## config.mk

```make
export PLATFORM = sky130hd
export DESIGN_NAME = load_store_unit_flat
export DESIGN_NICKNAME = d
export VERILOG_FILES = /design/src/rtl/load_store_unit_if.sv /design/src/rtl/load_store_unit.sv /design/src/flat_wrapper.sv
export SDC_FILE = /design/constraint.sdc
export NUM_CORES = 1
export LEC_CHECK = 0
export ABC_AREA = 1
export BUFFER_PORTS_ARGS = -buffer_cell sky130_fd_sc_hd__buf_2
export CAP_MARGIN = 20
export CORE_MARGIN = 2
export CORE_UTILIZATION = 55
export CTS_BUF_LIST = sky130_fd_sc_hd__clkbuf_8
export CTS_CLUSTER_DIAMETER = 40
export CTS_CLUSTER_SIZE = 28
export DETAILED_ROUTE_END_ITERATION = 6
export PLACE_DENSITY = 0.86
export SETUP_SLACK_MARGIN = 0.05
export SYNTH_ARGS = -nofsm -noshare
export SYNTH_HDL_FRONTEND = slang
export SYNTH_SLANG_ARGS = --single-unit
```

## constraint.sdc

```tcl
create_clock -name clk -period 3.7 [get_ports clk]
set_clock_uncertainty 0.1 [all_clocks]
set_input_delay 0.185 -clock clk [delete_from_list [all_inputs] [get_ports clk]]
set_output_delay 0.185 -clock clk [all_outputs]
set_load 0.01 [all_outputs]
```

## src/rtl/load_store_unit_if.sv

```systemverilog
// CPU-side request/response bundle and word-wide memory bus for the load/store unit.
// master drives the request on each bundle; slave answers it.

interface load_store_unit_if;
    logic        req_valid;
    logic        req_we;
    logic [1:0]  req_size;
    logic        req_unsigned;
    logic [31:0] addr;
    logic [31:0] wdata;
    logic [31:0] rdata;
    logic        done;
    logic        stall;
    logic        misalign;
    logic        bus_err;

    modport master (
        output req_valid, req_we, req_size, req_unsigned, addr, wdata,
        input  rdata, done, stall, misalign, bus_err
    );

    modport slave (
        input  req_valid, req_we, req_size, req_unsigned, addr, wdata,
        output rdata, done, stall, misalign, bus_err
    );
endinterface

interface lsu_mem_if;
    logic        mem_req;
    logic        mem_we;
    logic [31:0] mem_addr;
    logic [3:0]  mem_be;
    logic [31:0] mem_wdata;
    logic        mem_ack;
    logic [31:0] mem_rdata;

    modport master (
        output mem_req, mem_we, mem_addr, mem_be, mem_wdata,
        input  mem_ack, mem_rdata
    );

    modport slave (
        input  mem_req, mem_we, mem_addr, mem_be, mem_wdata,
        output mem_ack, mem_rdata
    );
endinterface

```

## src/rtl/load_store_unit.sv

```systemverilog
// Memory-access stage: turns CPU load/store requests into word-wide req/ack memory
// transactions with byte lanes, misalignment detection and a timeout abort.

module load_store_unit #(
    parameter int unsigned TIMEOUT = 16
) (
    input  logic             clk,
    input  logic             rst,
    load_store_unit_if.slave cpu,
    lsu_mem_if.master        mem
);

    localparam int unsigned CNT_W = $clog2(TIMEOUT);
    localparam logic [CNT_W-1:0] CNT_LAST = CNT_W'(TIMEOUT - 1);

    typedef enum logic [1:0] {
        S_IDLE,
        S_WAIT,
        S_DONE
    } state_t;

    state_t           state_q, state_d;
    logic [CNT_W-1:0] cnt_q, cnt_d;
    logic [1:0]       size_q, size_d;
    logic             uns_q, uns_d;
    logic [1:0]       lane_q, lane_d;
    logic [31:0]      rdata_q, rdata_d;
    logic             done_q, done_d;
    logic             misalign_q, misalign_d;
    logic             bus_err_q, bus_err_d;
    logic             mem_req_q, mem_req_d;
    logic             mem_we_q, mem_we_d;
    logic [31:0]      mem_addr_q, mem_addr_d;
    logic [3:0]       mem_be_q, mem_be_d;
    logic [31:0]      mem_wdata_q, mem_wdata_d;

    logic             req_misaligned;
    logic [3:0]       req_be;
    logic [31:0]      req_wdata;
    logic [31:0]      rd_shifted;
    logic [31:0]      load_fmt;

    // Lane decode of the incoming request; reserved size 11 behaves as a word.
    always_comb begin
        req_misaligned = 1'b0;
        req_be         = 4'b1111;
        req_wdata      = cpu.wdata;
        case (cpu.req_size)
            2'b00: begin
                req_be    = 4'b0001 << cpu.addr[1:0];
                req_wdata = {4{cpu.wdata[7:0]}};
            end
            2'b01: begin
                req_be         = 4'b0011 << {cpu.addr[1], 1'b0};
                req_wdata      = {2{cpu.wdata[15:0]}};
                req_misaligned = cpu.addr[0];
            end
            default: begin
                req_misaligned = |cpu.addr[1:0];
            end
        endcase
    end

    always_comb begin
        rd_shifted = mem.mem_rdata >> {lane_q, 3'b000};
        case (size_q)
            2'b00:   load_fmt = uns_q ? {24'd0, rd_shifted[7:0]}
                                      : {{24{rd_shifted[7]}}, rd_shifted[7:0]};
            2'b01:   load_fmt = uns_q ? {16'd0, rd_shifted[15:0]}
                                      : {{16{rd_shifted[15]}}, rd_shifted[15:0]};
            default: load_fmt = mem.mem_rdata;
        endcase
    end

    always_comb begin
        state_d     = state_q;
        cnt_d       = cnt_q;
        size_d      = size_q;
        uns_d       = uns_q;
        lane_d      = lane_q;
        rdata_d     = rdata_q;
        done_d      = 1'b0;
        misalign_d  = 1'b0;
        bus_err_d   = 1'b0;
        mem_req_d   = mem_req_q;
        mem_we_d    = mem_we_q;
        mem_addr_d  = mem_addr_q;
        mem_be_d    = mem_be_q;
        mem_wdata_d = mem_wdata_q;

        case (state_q)
            S_IDLE: begin
                if (cpu.req_valid) begin
                    size_d = cpu.req_size;
                    uns_d  = cpu.req_unsigned;
                    lane_d = cpu.addr[1:0];
                    if (req_misaligned) begin
                        misalign_d = 1'b1;
                        done_d     = 1'b1;
                        rdata_d    = 32'd0;
                        state_d    = S_DONE;
                    end else begin
                        mem_req_d   = 1'b1;
                        mem_we_d    = cpu.req_we;
                        mem_addr_d  = {cpu.addr[31:2], 2'b00};
                        mem_be_d    = req_be;
                        mem_wdata_d = req_wdata;
                        cnt_d       = '0;
                        state_d     = S_WAIT;
                    end
                end
            end
            S_WAIT: begin
                // An ack arriving on the last allowed cycle still completes normally.
                if (mem.mem_ack) begin
                    mem_req_d = 1'b0;
                    rdata_d   = mem_we_q ? 32'd0 : load_fmt;
                    done_d    = 1'b1;
                    state_d   = S_DONE;
                end else if (cnt_q == CNT_LAST) begin
                    mem_req_d = 1'b0;
                    rdata_d   = 32'd0;
                    bus_err_d = 1'b1;
                    done_d    = 1'b1;
                    state_d   = S_DONE;
                end else begin
                    cnt_d = cnt_q + CNT_W'(1);
                end
            end
            S_DONE: begin
                state_d = S_IDLE;
            end
            default: begin
                state_d = S_IDLE;
            end
        endcase
    end

    always_ff @(posedge clk or negedge rst) begin
        if (!rst) begin
            state_q     <= S_IDLE;
            cnt_q       <= '0;
            size_q      <= 2'b00;
            uns_q       <= 1'b0;
            lane_q      <= 2'b00;
            rdata_q     <= 32'd0;
            done_q      <= 1'b0;
            misalign_q  <= 1'b0;
            bus_err_q   <= 1'b0;
            mem_req_q   <= 1'b0;
            mem_we_q    <= 1'b0;
            mem_addr_q  <= 32'd0;
            mem_be_q    <= 4'd0;
            mem_wdata_q <= 32'd0;
        end else begin
            state_q     <= state_d;
            cnt_q       <= cnt_d;
            size_q      <= size_d;
            uns_q       <= uns_d;
            lane_q      <= lane_d;
            rdata_q     <= rdata_d;
            done_q      <= done_d;
            misalign_q  <= misalign_d;
            bus_err_q   <= bus_err_d;
            mem_req_q   <= mem_req_d;
            mem_we_q    <= mem_we_d;
            mem_addr_q  <= mem_addr_d;
            mem_be_q    <= mem_be_d;
            mem_wdata_q <= mem_wdata_d;
        end
    end

    assign cpu.rdata     = rdata_q;
    assign cpu.done      = done_q;
    assign cpu.misalign  = misalign_q;
    assign cpu.bus_err   = bus_err_q;
    assign cpu.stall     = cpu.req_valid & ~done_q;

    assign mem.mem_req   = mem_req_q;
    assign mem.mem_we    = mem_we_q;
    assign mem.mem_addr  = mem_addr_q;
    assign mem.mem_be    = mem_be_q;
    assign mem.mem_wdata = mem_wdata_q;

endmodule

```

## src/flat_wrapper.sv

```systemverilog
// flat-port wrapper written by rule: the top's interface ports become plain ports
module load_store_unit_flat 
#(
    parameter int unsigned TIMEOUT = 16
)
  (clk, rst, cpu_req_valid, cpu_req_we, cpu_req_size, cpu_req_unsigned, cpu_addr, cpu_wdata, cpu_rdata, cpu_done, cpu_stall, cpu_misalign, cpu_bus_err, mem_mem_req, mem_mem_we, mem_mem_addr, mem_mem_be, mem_mem_wdata, mem_mem_ack, mem_mem_rdata);
  load_store_unit_if cpu_i ();
  lsu_mem_if mem_i ();
  input  logic clk;
  input  logic rst;
  input wire logic [$bits(cpu_i.req_valid)-1:0] cpu_req_valid;
  input wire logic [$bits(cpu_i.req_we)-1:0] cpu_req_we;
  input wire logic [$bits(cpu_i.req_size)-1:0] cpu_req_size;
  input wire logic [$bits(cpu_i.req_unsigned)-1:0] cpu_req_unsigned;
  input wire logic [$bits(cpu_i.addr)-1:0] cpu_addr;
  input wire logic [$bits(cpu_i.wdata)-1:0] cpu_wdata;
  output wire logic [$bits(cpu_i.rdata)-1:0] cpu_rdata;
  output wire logic [$bits(cpu_i.done)-1:0] cpu_done;
  output wire logic [$bits(cpu_i.stall)-1:0] cpu_stall;
  output wire logic [$bits(cpu_i.misalign)-1:0] cpu_misalign;
  output wire logic [$bits(cpu_i.bus_err)-1:0] cpu_bus_err;
  output wire logic [$bits(mem_i.mem_req)-1:0] mem_mem_req;
  output wire logic [$bits(mem_i.mem_we)-1:0] mem_mem_we;
  output wire logic [$bits(mem_i.mem_addr)-1:0] mem_mem_addr;
  output wire logic [$bits(mem_i.mem_be)-1:0] mem_mem_be;
  output wire logic [$bits(mem_i.mem_wdata)-1:0] mem_mem_wdata;
  input wire logic [$bits(mem_i.mem_ack)-1:0] mem_mem_ack;
  input wire logic [$bits(mem_i.mem_rdata)-1:0] mem_mem_rdata;
  assign cpu_i.req_valid = cpu_req_valid;
  assign cpu_i.req_we = cpu_req_we;
  assign cpu_i.req_size = cpu_req_size;
  assign cpu_i.req_unsigned = cpu_req_unsigned;
  assign cpu_i.addr = cpu_addr;
  assign cpu_i.wdata = cpu_wdata;
  assign cpu_rdata = cpu_i.rdata;
  assign cpu_done = cpu_i.done;
  assign cpu_stall = cpu_i.stall;
  assign cpu_misalign = cpu_i.misalign;
  assign cpu_bus_err = cpu_i.bus_err;
  assign mem_mem_req = mem_i.mem_req;
  assign mem_mem_we = mem_i.mem_we;
  assign mem_mem_addr = mem_i.mem_addr;
  assign mem_mem_be = mem_i.mem_be;
  assign mem_mem_wdata = mem_i.mem_wdata;
  assign mem_i.mem_ack = mem_mem_ack;
  assign mem_i.mem_rdata = mem_mem_rdata;
  load_store_unit #(.TIMEOUT(TIMEOUT)) u_core (.clk(clk), .rst(rst), .cpu(cpu_i), .mem(mem_i));
endmodule
```

==> results of run 1 <==
flip-flops by register name, indices dropped and copies added, names as in the netlist:
name	flops
u_core.cpu.rdata	32
u_core.uns_q	1
u_core.mem.mem_req	1
u_core.cnt_q	4
u_core.state_q	2
u_core.size_q	2
u_core.cpu.misalign	1
u_core.mem.mem_addr	30
u_core.lane_q	2
u_core.cpu.done	1
u_core.mem.mem_be	4
u_core.mem.mem_we	1
u_core.cpu.bus_err	1
u_core.mem.mem_wdata	32
per-layer routing:
layer | wire, um | vias to the layer above | share of wire [%]
li1 | - | 2793 | -
met1 | 6663 | 2798 | 37
met2 | 8515 | 417 | 48
met3 | 1712 | 94 | 9.6
met4 | 909 | 0 | 5.1
met5 | 0 | - | 0
logic make-up (layout without fill, tap and decap cells):
kind of cell | after synthesis | in the layout
AO/OA/AOI/OAI | 100 | 100
flip-flops | 114 | 114
adder cells (fa/ha/maj) | 1 | 1
XOR/XNOR | 1 | 1
buffers and inverters | 88 | 363
AND/OR/NAND/NOR | 407 | 407
other | 1 | 3
worst reg2reg max path: stages (launching register included):
cell and delay [ns]:
dfrtp_1 0.38, nor2_1 0.30, inv_2 0.05, nor2_1 0.43, nand2_2 0.51, inv_2 0.71
nand2_1 0.17, nand2_1 0.16
cell usage after synthesis (all sizes together), types with 3 or more instances:
| master | n | area, um^2 |
|---|---|---|
| nand2 | 306 | 1191 |
| dfrtp | 114 | 2853 |
| nand3 | 68 | 367.9 |
| o21ai | 56 | 284.0 |
| inv | 48 | 180.2 |
| a21oi | 33 | 165.2 |
| buf | 28 | 193.9 |
| nor2 | 26 | 110.1 |
| clkbuf | 11 | 41.29 |
| o211ai | 5 | 37.54 |
| o2111ai | 4 | 35.03 |
| or2 | 4 | 25.03 |
| nor3 | 3 | 20.02 |
power breakdown:
| part | switching [mW] | leakage, nW | total, mW | internal (mW) |
|---|---|---|---|---|
| Combinational | 1.48 | 2.71 | 2.38 | 0.895 |
| Clock | 0.502 | 0.166 | 0.983 | 0.481 |
| Sequential | 0.408 | 1.45 | 2.19 | 1.78 |
final cells by class:
| class | instances | share of cell area, % |
|---|---|---|
| diodes | 1 | 0.03287 |
| clock buffers | 19 | 3.435 |
| clock inverters | 11 | 0.8876 |
| inverters | 49 | 2.416 |
| multi-input cells | 511 | 29.93 |
| flip-flops and latches | 114 | 37.48 |
| well taps | 133 | 2.186 |
| repair buffers | 284 | 23.64 |
repair_timing:
action,in CTS,in global routing
hold buffers,73,0
hold endpoints to repair,148,0
buffers inserted,0,0
path summary, 6_finish.rpt:
kind | from | end | slack (ns)
setup / recovery | u_core.state_q[0] | u_core.mem.mem_addr[3] | 0.83
hold / removal | mem_mem_rdata[0] | u_core.cpu.rdata[0] | 0.01
setup reg to reg | u_core.state_q[0] | u_core.mem.mem_addr[3] | 0.83
hold reg to reg | u_core.mem.mem_addr[30] | u_core.mem.mem_addr[30] | 0.39
max in group asynchronous | rst | u_core.mem.mem_addr[26] | 2.32
min in group asynchronous | rst | u_core.cpu.done | 0.34
==> results.txt, run 1 <==
Placed Cells: 1018
GRT busiest layer: met2
DR WL/cell: 15.86 um
WP data arrival: 3.12 ns
Setup WS post-layout: 0.8262 ns
Part of the Yosys area used for sequential elements: 51.43%
Top Ports: 210
Layout cells sized above 1: 27.73%
Filler cells: 694
Pwr/cell area: 729.5 nW/um^2
Tot Pwr: 5.553 mW
Initial Util: 56.75%
Clk_lat worst skew: 0.42 ns
Commonest non-fill, non-tap cells in the layout: nand2_1, buf_2, dfrtp_1, dlygate4sd3_1, nand3_1
CTS Buf Count: 17
Routed WL: 17.80 mm
FF+latch area: 2853 um^2
Synthesized-area fraction occupied by adder cells: 0.2256%
Post-synthesis mux area share: 0%
Placer Congestion: 0.9271
Commonest non-fill, non-tap cell in the layout: nand2_1
Gr usage total: 33.07%
Buf/Inv on CP: 2
Syn_area_per_cell: 7.790 um^2
Compound-Gate Fraction of Synth Area: 9.655%
Critical path type: flip-flop to flip-flop
Netlist cell types: 33
CP startpoint kind: flip-flop
Initial antenna violation count: 1
Synth Area in XOR/XNOR: 0.1579%
Grt ovf: 0
GR met1 Demand/Resource: 41.05%
CP cell instances: nor2_1 -> inv_2 -> nor2_1 -> nand2_2 -> inv_2 -> nand2_1 -> nand2_1
Met2 Use GR: 52.99%
Crit-path slowest cell: inv_2
Fin crit period: 2.874 ns
Critical Path RT: 3.95 ns
Worst-case clock buffer depth: 2
Core area: 9774 um^2
Met3 GRT Util: 7.456%
Outcome: finished clean
Area Overhead vs Synth: 37.24%
DP Worst Slack: 0.9321 ns
Crit path depth: 7
Number of synthesized flops with an enable pin: 0
Row count: 36
Unrepaired setup endpoints after global routing: false
Final instance area: 7612 um^2
HPWL Detailed: 10.99 mm
Drt initial violations: 360
Worst VDD drop: 432.2 uV
Total iterations of the first detailed-routing run: 6
Placed Area: 6550 um^2
Simple-Gate Fraction of Synth Area: 30.90%
Die Span Y: 104.4 um
Final worst path period share: 77.67%
Vias in the first global route: 6012
Pin count of the biggest net entering global routing: 76
FF-to-FF path depth: 7
Final setup violating endpoints: 0
CTS tree: done
Fin. max-slew vios: 0
Final Hold Vio Count: 0
CP endpoint kind: flip-flop
CP top delay family: simple AND/OR/NAND/NOR gates
Yosys Warn Count: 0
Max H-tree Level: 4
Slew margin rel.: 37.49%
Post-route setup TNS: 0 ns
F_max: 348.0 MHz
DRC viols: 0
Top_reg_cell synth: dfrtp_1
First-pass GRT wire length: 28.59 mm
Routed via count: 6102
Hold Path Depth: 4
Leak: 4.326 nW
Final cell count without fillers: 1122
Ys async rst share: 100.0%
Area occupied by multi-input gates: 2278 um^2
Seq cells post-synth: 114
Die area: 10900 um^2
Worst Path Max Fanout: 45
Hold WS: 0.01407 ns
Max-Cap Viols: 0
Vias/cell: 5.439
HP Class: input pin to flip-flop
Synthesized instance count: 712
# clock sinks: 114
Clock-pin transition on the worst setup and hold timing paths: 0.07 ns
Mapped cell area: 5547 um^2
Final #Nets: 1082
CP max stage delay: 0.71 ns
Port-buffer cells: 207
Die W: 104.4 um
Routed Antenna Nets: 0
Root Driver: clkbuf_8
Worst Max-Slew Pin Slew: 0.9377 ns
Final core occ: 77.88%
Cells resized by post-CTS repair: 0
Largest family of logic cells by synthesized area: simple AND/OR/NAND/NOR gates
Power figures use the tool's default switching activity.
==> inputs of run 2 (changes only) <==
--- a/config.mk
+++ b/config.mk
@@ -5,16 +5,16 @@
 export SDC_FILE = /design/constraint.sdc
 export NUM_CORES = 1
 export LEC_CHECK = 0
-export ABC_AREA = 1
+export ABC_AREA = 0
 export BUFFER_PORTS_ARGS = -buffer_cell sky130_fd_sc_hd__buf_2
 export CAP_MARGIN = 20
 export CORE_MARGIN = 2
-export CORE_UTILIZATION = 55
+export CORE_UTILIZATION = 46
 export CTS_BUF_LIST = sky130_fd_sc_hd__clkbuf_8
 export CTS_CLUSTER_DIAMETER = 40
 export CTS_CLUSTER_SIZE = 28
 export DETAILED_ROUTE_END_ITERATION = 6
-export PLACE_DENSITY = 0.86
+export PLACE_DENSITY = 0.77
 export SETUP_SLACK_MARGIN = 0.05
 export SYNTH_ARGS = -nofsm -noshare
 export SYNTH_HDL_FRONTEND = slang
==> constraint.sdc (replaced) <==
create_clock -name clk -period 2.3 [get_ports clk]
set_clock_uncertainty 0.1 [all_clocks]
set_input_delay 0.115 -clock clk [delete_from_list [all_inputs] [get_ports clk]]
set_output_delay 0.115 -clock clk [all_outputs]
set_load 0.01 [all_outputs]
==> results.txt, run 2 <==
Placed Area: 6601 um^2 (was 6550 um^2)
CP cell instances: dlygate4sd3_1 -> buf_2 -> buf_4 -> nor2_2 -> buf_4 -> mux2i_1 -> dlygate4sd3_1 -> o21ai_0 (was nor2_1 -> inv_2 -> nor2_1 -> nand2_2 -> inv_2 -> nand2_1 -> nand2_1)
DR WL/cell: 19.52 um (was 15.86 um)
Root Driver: clkbuf_8 (unchanged)
Drt initial violations: 409 (was 360)
Synthesized instance count: 458 (was 712)
Die W: 112.6 um (was 104.4 um)
Fin crit period: 2.169 ns
Final worst path period share: 94.31%
Area Overhead vs Synth: 50.01% (was 37.24%)
F_max: 461.0 MHz
CP top delay family: buffers and inverters (was simple AND/OR/NAND/NOR gates)
Vias in the first global route: 5516 (was 6012)
Commonest cells in the netlist: dfrtp_1, nand2_1, mux2_4, o21ai_0, mux2i_1 (was nand2_1, dfrtp_1, nand3_1)
Commonest non-fill, non-tap cell in the layout: buf_2 (was nand2_1)
Routed WL: 18.13 mm (was 17.80 mm)
CTS Buf Count: 17 (unchanged)
Post-route setup TNS: 0 ns (unchanged)
Final #Nets: 877 (was 1082)
Placed Cells: 788 (was 1018)
Yosys Warn Count: 0 (unchanged)
Final cell count without fillers: 929 (was 1122)
Gr usage total: 29.13% (was 33.07%)
DP Worst Slack: 0.3129 ns (was 0.9321 ns)
Leak: 4.195 nW (was 4.326 nW)
First-pass GRT wire length: 28.75 mm (was 28.59 mm)
P_sw: 2.793 mW (was 2.392 mW)
Core area: 11470 um^2 (was 9774 um^2)
Share of total power in the clock network: 25.9% (was 17.7%)
Total iterations of the first detailed-routing run: 5 (was 6)
Met3 WL post-DR: 1.347 mm (was 1.712 mm)
Unrepaired setup endpoints after global routing: false (unchanged)
Pin count of the biggest net entering global routing: 49 (was 76)
Ys async rst share: 100.0% (unchanged)
Worst Max-Slew Pin Slew: 0.5628 ns (was 0.9377 ns)
Die Span Y: 112.6 um (was 104.4 um)
Final instance area: 8144 um^2 (was 7612 um^2)
Top sig layer: met4 (unchanged)
CP endpoint kind: flip-flop (unchanged)
Share of the synthesized area in the top cell type: 52.55% (was 51.43%)
DRC viols: 0 (unchanged)
Grt ovf: 0 (unchanged)
Worst VDD drop: 677.6 uV (was 432.2 uV)
Initial Util: 47.34% (was 56.75%)
Max H-tree Level: 4 (unchanged)
CP max stage delay: 0.58 ns (was 0.71 ns)
HPWL Detailed: 10.92 mm (was 10.99 mm)
Most common cell in the netlist: dfrtp_1 (was nand2_1)
Outcome: finished clean (unchanged)
WL met1: 6.931 mm (was 6.663 mm)
HP Class: input pin to asynchronous set/reset pin (was input pin to flip-flop)
Netlist cell types: 46 (was 33)
Fin. max-slew vios: 0 (unchanged)
Clk_lat worst skew: 0.43 ns (was 0.42 ns)
Synth area leaders: dfrtp_1, mux2_4, mux2i_1 (was dfrtp_1, nand2_1, nand3_1)
Setup WS post-layout: 0.1308 ns (was 0.8262 ns)
Filler cells: 720 (was 694)
Worst-case clock buffer depth: 2 (unchanged)
CTS tree: done (unchanged)
Commonest non-fill, non-tap cells in the layout: buf_2, dfrtp_1, dlygate4sd3_1, nand2_1 (was nand2_1, buf_2, dfrtp_1, dlygate4sd3_1, nand3_1)
Flop pwr share: 38.8% (was 39.5%)
Clock-pin transition on the worst setup and hold timing paths: 0.07 ns (about the same)
Mapped cell area: 5429 um^2 (was 5547 um^2)
Int Pwr: 5.492 mW (was 3.162 mW)
Layout cells sized above 1: 39.36% (was 27.73%)
Initial antenna violation count: 1 (unchanged)
Sw Share: 33.71% (was 43.07%)
Routed via count: 5127 (was 6102)
# clock sinks: 114 (unchanged)
Row count: 39 (was 36)
Port-buffer cells: 207 (unchanged)
Final setup violating endpoints: 0 (unchanged)
Number of synthesized flops with an enable pin: 0 (unchanged)
Comb pwr share: 35.3% (was 42.8%)
WP data arrival: 2.36 ns (was 3.12 ns)
Vias/cell: 5.519 (was 5.439)
Leading area contributor after synthesis: dfrtp_1 (unchanged)
Critical path type: input pin to flip-flop (was flip-flop to flip-flop)
Slew margin rel.: 62.32% (was 37.49%)
Hold WS: 0.02443 ns (was 0.01407 ns)
Buf/Inv on CP: 5 (was 2)
Placer Congestion: 0.8554 (was 0.9271)
Pwr/cell area: 1017 nW/um^2 (was 729.5 nW/um^2)
Seq cells post-synth: 114 (unchanged)
Crit-path slowest cell: dlygate4sd3_1 (was inv_2)
Final Hold Vio Count: 0 (unchanged)
Met2 routed WL: 9.064 mm (was 8.515 mm)
Worst Path Max Fanout: 25 (was 45)
Die area: 12690 um^2 (was 10900 um^2)
Top_reg_cell synth: dfrtp_1 (unchanged)
CP startpoint kind: input pin (was flip-flop)
Top Ports: 210 (unchanged)
Critical Path RT: 2.49 ns (was 3.95 ns)
Max-Cap Viols: 0 (unchanged)
Routed Antenna Nets: 0 (unchanged)
Syn_area_per_cell: 11.85 um^2 (was 7.790 um^2)
Part of the Yosys area used for sequential elements: 52.55% (was 51.43%)
[run 2: per-stage QoR]
stage / util, % / power [mW]
3_3_place_gp: 57.57 / 5.761
6_report: 71.02 / 8.284
3_5_place_dp: 57.57 / 5.866
5_1_grt: 71.02 / 8.676
2_1_floorplan: - / 4.710
4_1_cts: 70.98 / 8.171
[run 2: worst paths after layout]
path,start,end,slack [ns],cells after the start
setup / recovery,cpu_req_size[1],u_core.mem.mem_wdata[14],0.13,8
hold reg to reg,u_core.mem.mem_wdata[8],u_core.mem.mem_wdata[8],0.38,2
max in group asynchronous,rst,u_core.mem.mem_addr[14],1.44,3
hold / removal,rst,u_core.cpu.rdata[9],0.02,2
setup reg to reg,u_core.state_q[0],u_core.mem.mem_wdata[19],0.26,4
min in group clk,cpu_req_valid,u_core.state_q[0],0.04,4
[run 2: repair_timing]
action	CTS	global route
endpoints found under the hold margin	219	0
hold buffers	108	0
gates resized for setup	0	1
endpoints found under the setup margin	0	1
setup buffers	0	0
[run 2: layer usage]
| layer | vias to the layer above | global-route usage, % |
|---|---|---|
| met4 | 0 | 15.77 |
| met5 | - | 0 |
| met1 | 2507 | 33.42 |
| li1 | 2271 | - |
| met3 | 60 | 7.937 |
| met2 | 289 | 49.50 |
[run 2: cell families after synthesis]
| kind of cell | count (synthesis) | synth area share [%] |
|---|---|---|
| compound gates | 108 | 14.17 |
| xor+xnor | 3 | 0.4841 |
| fa+ha+maj | 1 | 0.2304 |
| buf+inv | 40 | 4.379 |
| flops | 114 | 52.55 |
| mux | 79 | 18.55 |
| other cells | 1 | 0.06907 |
| simple gates | 112 | 9.564 |
[run 2: cell type report]
cell class / count / area [um^2] / area share (%)
Sequential cell: 114 / 2853 / 35.03
Multi-Input combinational cell: 305 / 2352 / 28.88
Timing Repair Buffer: 331 / 2290 / 28.11
Clock buffer: 22 / 302.8 / 3.718
Tap cell: 143 / 178.9 / 2.197
Clock inverter: 10 / 153.9 / 1.890
Inverter: 3 / 11.26 / 0.1383
Antenna cell: 1 / 2.502 / 0.03073
[run 2: power by group through the flow]
stage | registers, mW | clock network, mW | logic (mW)
6_report | 3.21 | 2.15 | 2.92
3_5_place_dp | 3.16 | 0 | 2.70
3_3_place_gp | 3.14 | 0 | 2.62
4_1_cts | 3.16 | 2.17 | 2.84
2_1_floorplan | 3.40 | 0 | 1.31
5_1_grt | 3.28 | 2.27 | 3.13
